--- src/rtl/dsp_mac_unit.sv ---
// Execute-stage DSP multiply/accumulate unit: 2-stage valid/ready pipeline with a persistent accumulator.
// Supports signed MUL, MAC, dual-16-bit SIMD dot-product MAC and saturating MAC.
module dsp_mac_unit #(
  parameter int unsigned ACC_W  = 64,
  parameter bit          SAT_EN = 1'b1
) (
  input  logic        clk,
  input  logic        rst_n,
  input  logic [1:0]  dsp_mode,
  input  logic        op_valid,
  output logic        op_ready,
  input  logic [31:0] op_a,
  input  logic [31:0] op_b,
  input  logic        op_clr,
  output logic        res_valid,
  input  logic        res_ready,
  output logic [31:0] res_data,
  output logic [31:0] res_hi,
  output logic        busy
);

  localparam int unsigned W  = 32;
  localparam int unsigned HW = 16;
  localparam int unsigned SW = ACC_W + 1;

  localparam logic signed [SW-1:0] SAT_MAX = SW'(signed'(32'h7FFF_FFFF));
  localparam logic signed [SW-1:0] SAT_MIN = SW'(signed'(32'h8000_0000));

  typedef enum logic [1:0] {
    MODE_MUL  = 2'b00,
    MODE_MAC  = 2'b01,
    MODE_SIMD = 2'b10,
    MODE_SAT  = 2'b11
  } mode_e;

  logic                    s1_valid_q;
  mode_e                   s1_mode_q;
  logic                    s1_clr_q;
  logic signed [ACC_W-1:0] s1_p_q;

  logic                    s2_valid_q, s2_valid_d;
  logic signed [ACC_W-1:0] acc_q, acc_d;
  logic [W-1:0]            res_data_q, res_data_d;
  logic [W-1:0]            res_hi_q, res_hi_d;

  logic                    adv_c;
  logic signed [ACC_W-1:0] a_ext_c, b_ext_c, mul_c, simd_c, p_c;
  logic signed [W-1:0]     lo_prod_c, hi_prod_c;
  logic signed [ACC_W-1:0] base_c, wrap_c, sat_c;
  logic signed [SW-1:0]    sat_sum_c;

  // A stalled result register freezes the whole pipeline.
  assign adv_c    = !s2_valid_q | res_ready;
  assign op_ready = adv_c;

  // Stage-1 product: full 32x32 signed, or sum of two 16x16 signed halves.
  assign a_ext_c   = ACC_W'(signed'(op_a));
  assign b_ext_c   = ACC_W'(signed'(op_b));
  assign mul_c     = a_ext_c * b_ext_c;
  assign lo_prod_c = W'(signed'(op_a[HW-1:0])) * W'(signed'(op_b[HW-1:0]));
  assign hi_prod_c = W'(signed'(op_a[W-1:HW])) * W'(signed'(op_b[W-1:HW]));
  assign simd_c    = ACC_W'(lo_prod_c) + ACC_W'(hi_prod_c);
  assign p_c       = (dsp_mode == MODE_SIMD) ? simd_c : mul_c;

  always_ff @(posedge clk or negedge rst_n) begin
    if (!rst_n) begin
      s1_valid_q <= 1'b0;
      s1_mode_q  <= MODE_MUL;
      s1_clr_q   <= 1'b0;
      s1_p_q     <= '0;
    end else if (adv_c) begin
      s1_valid_q <= op_valid;
      s1_mode_q  <= mode_e'(dsp_mode);
      s1_clr_q   <= op_clr;
      s1_p_q     <= p_c;
    end
  end

  // Stage-2 accumulate: wrapping sum plus a one-bit-wider sum for clamping.
  assign base_c    = s1_clr_q ? '0 : acc_q;
  assign wrap_c    = base_c + s1_p_q;
  assign sat_sum_c = SW'(base_c) + SW'(s1_p_q);

  always_comb begin
    sat_c = ACC_W'(sat_sum_c);
    if (sat_sum_c > SAT_MAX) begin
      sat_c = ACC_W'(SAT_MAX);
    end else if (sat_sum_c < SAT_MIN) begin
      sat_c = ACC_W'(SAT_MIN);
    end
  end

  always_comb begin
    s2_valid_d = s2_valid_q;
    acc_d      = acc_q;
    res_data_d = res_data_q;
    res_hi_d   = res_hi_q;
    if (adv_c) begin
      s2_valid_d = s1_valid_q;
      if (s1_valid_q) begin
        case (s1_mode_q)
          MODE_MUL: begin
            res_data_d = s1_p_q[W-1:0];
            res_hi_d   = '0;
          end
          MODE_SAT: begin
            if (SAT_EN) begin
              acc_d      = sat_c;
              res_data_d = sat_c[W-1:0];
              res_hi_d   = {W{sat_c[W-1]}};
            end else begin
              acc_d      = wrap_c;
              res_data_d = wrap_c[W-1:0];
              res_hi_d   = wrap_c[2*W-1:W];
            end
          end
          default: begin
            acc_d      = wrap_c;
            res_data_d = wrap_c[W-1:0];
            res_hi_d   = wrap_c[2*W-1:W];
          end
        endcase
      end
    end
  end

  always_ff @(posedge clk or negedge rst_n) begin
    if (!rst_n) begin
      s2_valid_q <= 1'b0;
      acc_q      <= '0;
      res_data_q <= '0;
      res_hi_q   <= '0;
    end else begin
      s2_valid_q <= s2_valid_d;
      acc_q      <= acc_d;
      res_data_q <= res_data_d;
      res_hi_q   <= res_hi_d;
    end
  end

  assign res_valid = s2_valid_q;
  assign res_data  = res_data_q;
  assign res_hi    = res_hi_q;
  assign busy      = s1_valid_q | s2_valid_q;

endmodule

--- config.mk ---
export PLATFORM = sky130hd
export DESIGN_NAME = dsp_mac_unit
export DESIGN_NICKNAME = d
export VERILOG_FILES = /design/src/rtl/dsp_mac_unit.sv
export SDC_FILE = /design/constraint.sdc
export NUM_CORES = 2
export LEC_CHECK = 0
export CAP_MARGIN = 40
export CORE_MARGIN = 2
export CORE_UTILIZATION = 55
export CTS_CLUSTER_DIAMETER = 80
export DETAILED_ROUTE_END_ITERATION = 8
export PLACE_DENSITY = 0.72
export SYNTH_ARGS = -nofsm -noshare
export SYNTH_HDL_FRONTEND = slang
export SYNTH_SLANG_ARGS = --single-unit
--- constraint.sdc ---
create_clock -name clk -period 6.55 [get_ports clk]
set_clock_uncertainty 0.05 [all_clocks]
set_input_delay 0.9825 -clock clk [delete_from_list [all_inputs] [get_ports clk]]
set_output_delay 0.9825 -clock clk [all_outputs]
set_load 0.005 [all_outputs]
# --- After elaboration in Yosys (flattened, before gate mapping) ---
# Index checks and enable logic that the tools add are counted.
# Widths: inputs -> output; s select.
word_totals:
  input_bits: 71
  word_cells: 32
  register_bits: 197
  output_inout_bits: 67
op_classes:
  bitwise_logic: 3
  magnitude_cmp: 2
  eq_ne: 2
  n_mux: 7
  add_sub_neg: 3
  mul: 3
  n_reduce_logical: 4
ops:
  columns: ["operator", "n"]
  rows:
  - ["$mux 64", 4]
  - ["$pmux 32 s2", 2]
  - ["$pmux 64 s2", 1]
  - ["$add 64x64->65", 1]
  - ["$gt 65x32->1 const B", 1]
  - ["$lt 65x32->1 const B", 1]
  - ["$add 64x64->64", 1]
  - ["$mul 16x16->32", 2]
  - ["$mul 32x32->64", 1]
  - ["$add 32x32->33", 1]
  - ["$eq 2x2->1 const B", 2]
  - ["$reduce_and 3->1", 1]
  - ["$logic_not 2->1", 1]
  - ["$or 1x1->1", 2]
  - ["$reduce_and 2->1", 1]
  - ["$logic_not 1->1", 1]
  - ["$not 1->1", 1]

# --- Depth between registers and ports, before layout ---
logic_depth:
  ltp_word: 6
  mapped_depth: 33

# --- Worst setup path after synthesis ---
# OpenSTA, ideal clock, no wires.
synth_path:
  kind: "input port to flip-flop"
  from: "input op_b[2]"
  to: "register s1_p_q[58]"
  stages: 26
  setup_ps: 126
  arrival_ps: 8590
  setup_slack_ps: -2216
  cell_sequence: "clkbuf_1 -> nand2_1 -> inv_1 -> fa_1 -> fa_1 -> fa_1 -> fa_1 -> inv_1 -> fa_1 -> inv_1 -> fa_1 -> inv_1 -> fa_1 -> inv_1 -> fa_1 -> ha_1 -> clkbuf_1 -> a21o_1 -> a21oi_1 -> nor2_1 -> a211o_1 -> a41o_1 -> a2111o_1 -> a41oi_1 -> xnor2_1 -> a221o_1"
synth_between:
  elab_chain_cells: 3
  elab_cells_between_ends: 4
  cone_classes: "add/sub: 1; mul: 2; mux: 1"
synth_lines:
  columns: ["item", "line", "text"]
  rows:
  - ["from (decl)", "13", "input logic [31:0] op_b,"]
  - ["$mul 16x16->32", "60", "assign lo_prod_c = W'(signed'(op_a[HW-1:0])) * W'(signed'(op_b[HW-1:0]));"]
  - ["$add 32x32->33", "62", "assign simd_c = ACC_W'(lo_prod_c) + ACC_W'(hi_prod_c);"]
  - ["$mux 64 (*)", "63", "assign p_c = (dsp_mode == MODE_SIMD) ? simd_c : mul_c;"]
  - ["to (signal assigned)", "75", "s1_p_q <= p_c;"]
  - ["to (decl)", "39", "logic signed [ACC_W-1:0] s1_p_q;"]
# Every way passes the cells marked *; elsewhere a longest branch is shown, timed or not.
# A chain may end at the register's enable or synchronous reset.

# --- Final worst setup path ---
layout_path:
  from: "input op_a[19]"
  to: "register s1_p_q[58]"
layout_between:
  elab_chain_cells: 3
  elab_cells_between_ends: 4
  cone_classes: "add/sub: 1; mul: 2; mux: 1"
layout_lines:
  columns: ["item", "line", "text"]
  rows:
  - ["from (decl)", "12", "input logic [31:0] op_a,"]
  - ["$mul 16x16->32", "61", "assign hi_prod_c = W'(signed'(op_a[W-1:HW])) * W'(signed'(op_b[W-1:HW]));"]
  - ["$add 32x32->33", "62", null]
  - ["$mux 64 (*)", "63", null]
# Marks and branches as above.

==> impl_summary.txt <==
----------------------------------------------------
[Global route]
  Congestion Overflow GR ... 0
  First-pass GRT wire length ... ~350000 um
  Global routing usage summed across all routing layers ... 42.8%
  Maximum number of pins on one net before global-route repair ... between 100 and 150
  Antenna violations before repair ... 10
  Vias in the first global route ... 56000

[Outcome]
  Result of the run ... finished, violations left
  Failing checks ... negative setup slack

[Critical path]
  CP Data Required Time ... 6860 ps
  Kind of start point of the critical path ... primary input
  Worst flop-to-flop path endpoint ... acc_q[15]$_DFFE_PN0P_
  Launching point of the worst reg2reg path ... s1_clr_q$_DFFE_PN0N_
  CP Data Arrival Time ... between 8000 and 9000 ps
  R2R depth ... 17
  Critical Path End Type ... flop
  Maximum fanout along the worst path ... 8
  Register-to-Register Setup Slack ... between 700 and 800 ps
  Start-to-end type of the worst setup path ... primary input to flop

[Synth]
  Register bit total from synthesis ... 197
  Synthesized cell area ... 0.0608 sq mm
  Proportion of netlist area held by the largest area contributor ... 45.5%
  Synth Area per Inst ... 8.98 sq um
  Gate count after technology mapping ... 6769
  Ys async rst share ... 100%
  Sequential cell area fraction in the yosys report ... 8.11%
  Dominant cell type by area after synthesis ... sky130_fd_sc_hd__fa_1
  Synth Flop Type ... sky130_fd_sc_hd__dfrtp_1
  Post-synth cell types ... 99
  Syn nets ... approximately 8600
  EDFF count, synth ... 0
  Leading cell types by total area after synthesis ... sky130_fd_sc_hd__fa_1 (45%), sky130_fd_sc_hd__inv_1 (9.3%), sky130_fd_sc_hd__dfrtp_1 (8.1%)
  Yosys Warn Count ... 0

[Clock tree]
  CTS tree ... built
  Cts hold-fix bufs ... 0
  Total number of clock tree sinks ... 197
  CTS clock-pin slew for the worst setup and hold paths ... 80 ps
  Cell chosen for the clock root ... sky130_fd_sc_hd__clkbuf_16
  # H-tree levels ... 4
  Largest buffer count on any clock path ... 2
  Num CTS Buffers ... 17
  Clock latency of the later-clocked register in the worst-skew pair ... 480 ps

[Timing]
  Period utilization ... 129%
  Post-layout worst setup margin ... -1900 ps
  RSZ-0062 raised after global routing ... yes
  Maximum clock rate ... 0.118 GHz
  Number of hold violations in the final report ... 0
  Relative max-transition margin ... 37.3%
  Worst-Margin Slew ... 941 ps
  Final count of negative-setup-slack endpoints ... 55
  Count of final max-slew check failures ... 0
  Min Tclk post-route ... 8450 ps

[Worst hold path]
  Worst min-delay path category ... flop to flop
  Hold EP ... res_hi[11]$_DFFE_PN0P_
  Number of stages on the worst hold path ... 2
  Min-Delay Startpoint ... res_hi[11]$_DFFE_PN0P_

[Drt]
  Pre-antenna DRT Iters ... 6
  WL final ... 241000 um
  Wire length per cell after detailed routing ... 26.1 um
  DRC errors left ... 0
  Iter 0 DRT Violations ... approximately 5500
  Ratio of routed vias to standard cells ... roughly 5.8
  Vias ... 53700
  Number of antenna-violating nets in the routed design ... 0

[Floorplan]
  I/O Pins ... 138
  Die Height ... around 340 um
  Floorplan Core Area ... 0.109 sq mm
  Die width ... 337 um
  Initial Util ... 55.6%
  Row cnt ... 121
  Die area ... 0.113 sq mm

[Finish]
  Final standard cell area without fillers ... 0.0773 sq mm
  Synthesis-to-finish area growth ... 27.1%
  Leading cell type in the layout, fill and taps excluded ... sky130_fd_sc_hd__inv_1
  Top library cells by usage in the layout, fill and taps aside ... sky130_fd_sc_hd__inv_1 (1417), sky130_fd_sc_hd__fa_1 (1240), sky130_fd_sc_hd__buf_4 (896)
  Final net count ... 9547
  Ratio of cells with drive above 1 in the final layout ... 23.5%

[Placement]
  HPWL after DPL ... 183000 um
  Post-DP Area ... 0.0714 sq mm
  Weighted congestion reported at the end of routability-driven placement ... around 1.0
  Number of port buffers ... 137

[Run]
  Number of max-capacitance violations reported ... 0

----------------------------------------------------
## layer usage
metal  share of wire, %  track usage [%]  wire length [um]  up-vias
met5              0.038                0                92        -
met4                9.4             29.2             22600        8
met3                 14             14.7             32600     1088
met2                 42             63.9            102000     3481
met1                 35             52.5             84100    26700
li1                   -                -                 -    22500
## worst max-delay path: stages
cell and delay, ps:
sky130_fd_sc_hd__buf_4 120, sky130_fd_sc_hd__buf_12 130, sky130_fd_sc_hd__buf_4 230, sky130_fd_sc_hd__clkbuf_16 220
sky130_fd_sc_hd__nand2_1 100, sky130_fd_sc_hd__fa_1 480, sky130_fd_sc_hd__inv_1 120, sky130_fd_sc_hd__fa_2 510
sky130_fd_sc_hd__fa_1 610, sky130_fd_sc_hd__fa_1 450, sky130_fd_sc_hd__fa_1 580, sky130_fd_sc_hd__fa_1 460
sky130_fd_sc_hd__fa_1 500, sky130_fd_sc_hd__fa_1 580, sky130_fd_sc_hd__ha_4 220, sky130_fd_sc_hd__a21o_4 240
sky130_fd_sc_hd__a21o_1 180, sky130_fd_sc_hd__a21o_1 180, sky130_fd_sc_hd__a21oi_2 170, sky130_fd_sc_hd__o21ai_1 80
sky130_fd_sc_hd__a211o_1 290, sky130_fd_sc_hd__a41o_1 230, sky130_fd_sc_hd__a2111o_1 420, sky130_fd_sc_hd__a41oi_2 180
sky130_fd_sc_hd__xnor2_1 130, sky130_fd_sc_hd__a221o_1 300
## per-stage QoR
stage | hold WS (ps) | TNS (ps) | setup WS [ps] | util (%) | std cells
floorplan | 381 | -52940 | -1860 | - | 6769
global placement | 406 | -124560 | -2760 | 65.3 | 8934
detailed placement | 413 | -128310 | -2890 | 65.3 | 8935
CTS | 434 | -71690 | -1710 | 69.1 | 9146
global route | 459 | -83090 | -1970 | 70.7 | 9218
finish | 431 | -76010 | -1900 | 70.7 | 9230
## cell type report
cell class	count	area, sq um
clock inverters	15	198
well taps	1476	1850
flip-flops and latches	197	4930
repair buffers	1279	13100
inverters	1512	5710
diodes	12	30.0
clock buffers	17	425
fillers	8186	32000
multi-input cells	4722	51000
## cells by family (layout without fill, tap and decap cells)
group / Yosys count / after routing / share of synthesized area [%]
compound gates: 930 / 930 / 9.67
simple gates: 1891 / 1891 / 15.4
other cells: 0 / 12 / 0
mux: 11 / 11 / 0.185
buf+inv: 1850 / 2823 / 11.6
fa+ha+maj: 1747 / 1747 / 53.0
flops: 197 / 197 / 8.11
xor+xnor: 143 / 143 / 2.07
## synth_stat cells (23+ instances only)
cell and number:
sky130_fd_sc_hd__nand2b_1 36, sky130_fd_sc_hd__nand2_1 765, sky130_fd_sc_hd__o21ai_0 205, sky130_fd_sc_hd__dfrtp_1 197, sky130_fd_sc_hd__nor2b_1 80, sky130_fd_sc_hd__and2_1 534
sky130_fd_sc_hd__o21bai_1 30, sky130_fd_sc_hd__xnor2_1 96, sky130_fd_sc_hd__buf_2 30, sky130_fd_sc_hd__nand3_1 63, sky130_fd_sc_hd__clkbuf_1 293, sky130_fd_sc_hd__a31oi_1 25
sky130_fd_sc_hd__a211oi_1 25, sky130_fd_sc_hd__a21oi_1 335, sky130_fd_sc_hd__nor3_1 38, sky130_fd_sc_hd__nand4_1 30, sky130_fd_sc_hd__a21o_1 107, sky130_fd_sc_hd__inv_1 1512
sky130_fd_sc_hd__ha_1 365, sky130_fd_sc_hd__nor2_1 231, sky130_fd_sc_hd__and3_1 33, sky130_fd_sc_hd__xor2_1 46, sky130_fd_sc_hd__fa_1 1382, sky130_fd_sc_hd__o21a_1 23
## repair_timing
| item | CTS | global route |
|---|---|---|
| endpoints found under the hold margin | 0 | 0 |
| gates resized for setup | 543 | 351 |
| setup buffers | 131 | 68 |
| pin swaps | 205 | 276 |
| cloned | 50 | 12 |
| setup endpoints to repair | 57 | 57 |
## registers in the layout, indices dropped and copies added, names as in the netlist
register / count
acc_q: 64
res_data: 32
res_hi: 32
res_valid: 1
s1_clr_q: 1
s1_mode_q: 2
s1_p_q: 64
s1_valid_q: 1
## worst max path at each step
stage,from,to,slack (ps),cells after the start
detailed placement,op_a[7],s1_p_q[58]$_DFFE_PN0N_,-2890,30
floorplan,op_a[31],s1_p_q[58]$_DFFE_PN0N_,-1860,25
global route,op_a[19],s1_p_q[58]$_DFFE_PN0N_,-1970,26
global placement,op_b[9],s1_p_q[58]$_DFFE_PN0N_,-2760,26
CTS,op_b[22],s1_p_q[58]$_DFFE_PN0N_,-1710,29
finish,op_a[19],s1_p_q[58]$_DFFE_PN0N_,-1900,26
Power is not shown: default switching activity piles up to over one toggle a cycle in this logic, so the estimate is an artifact.
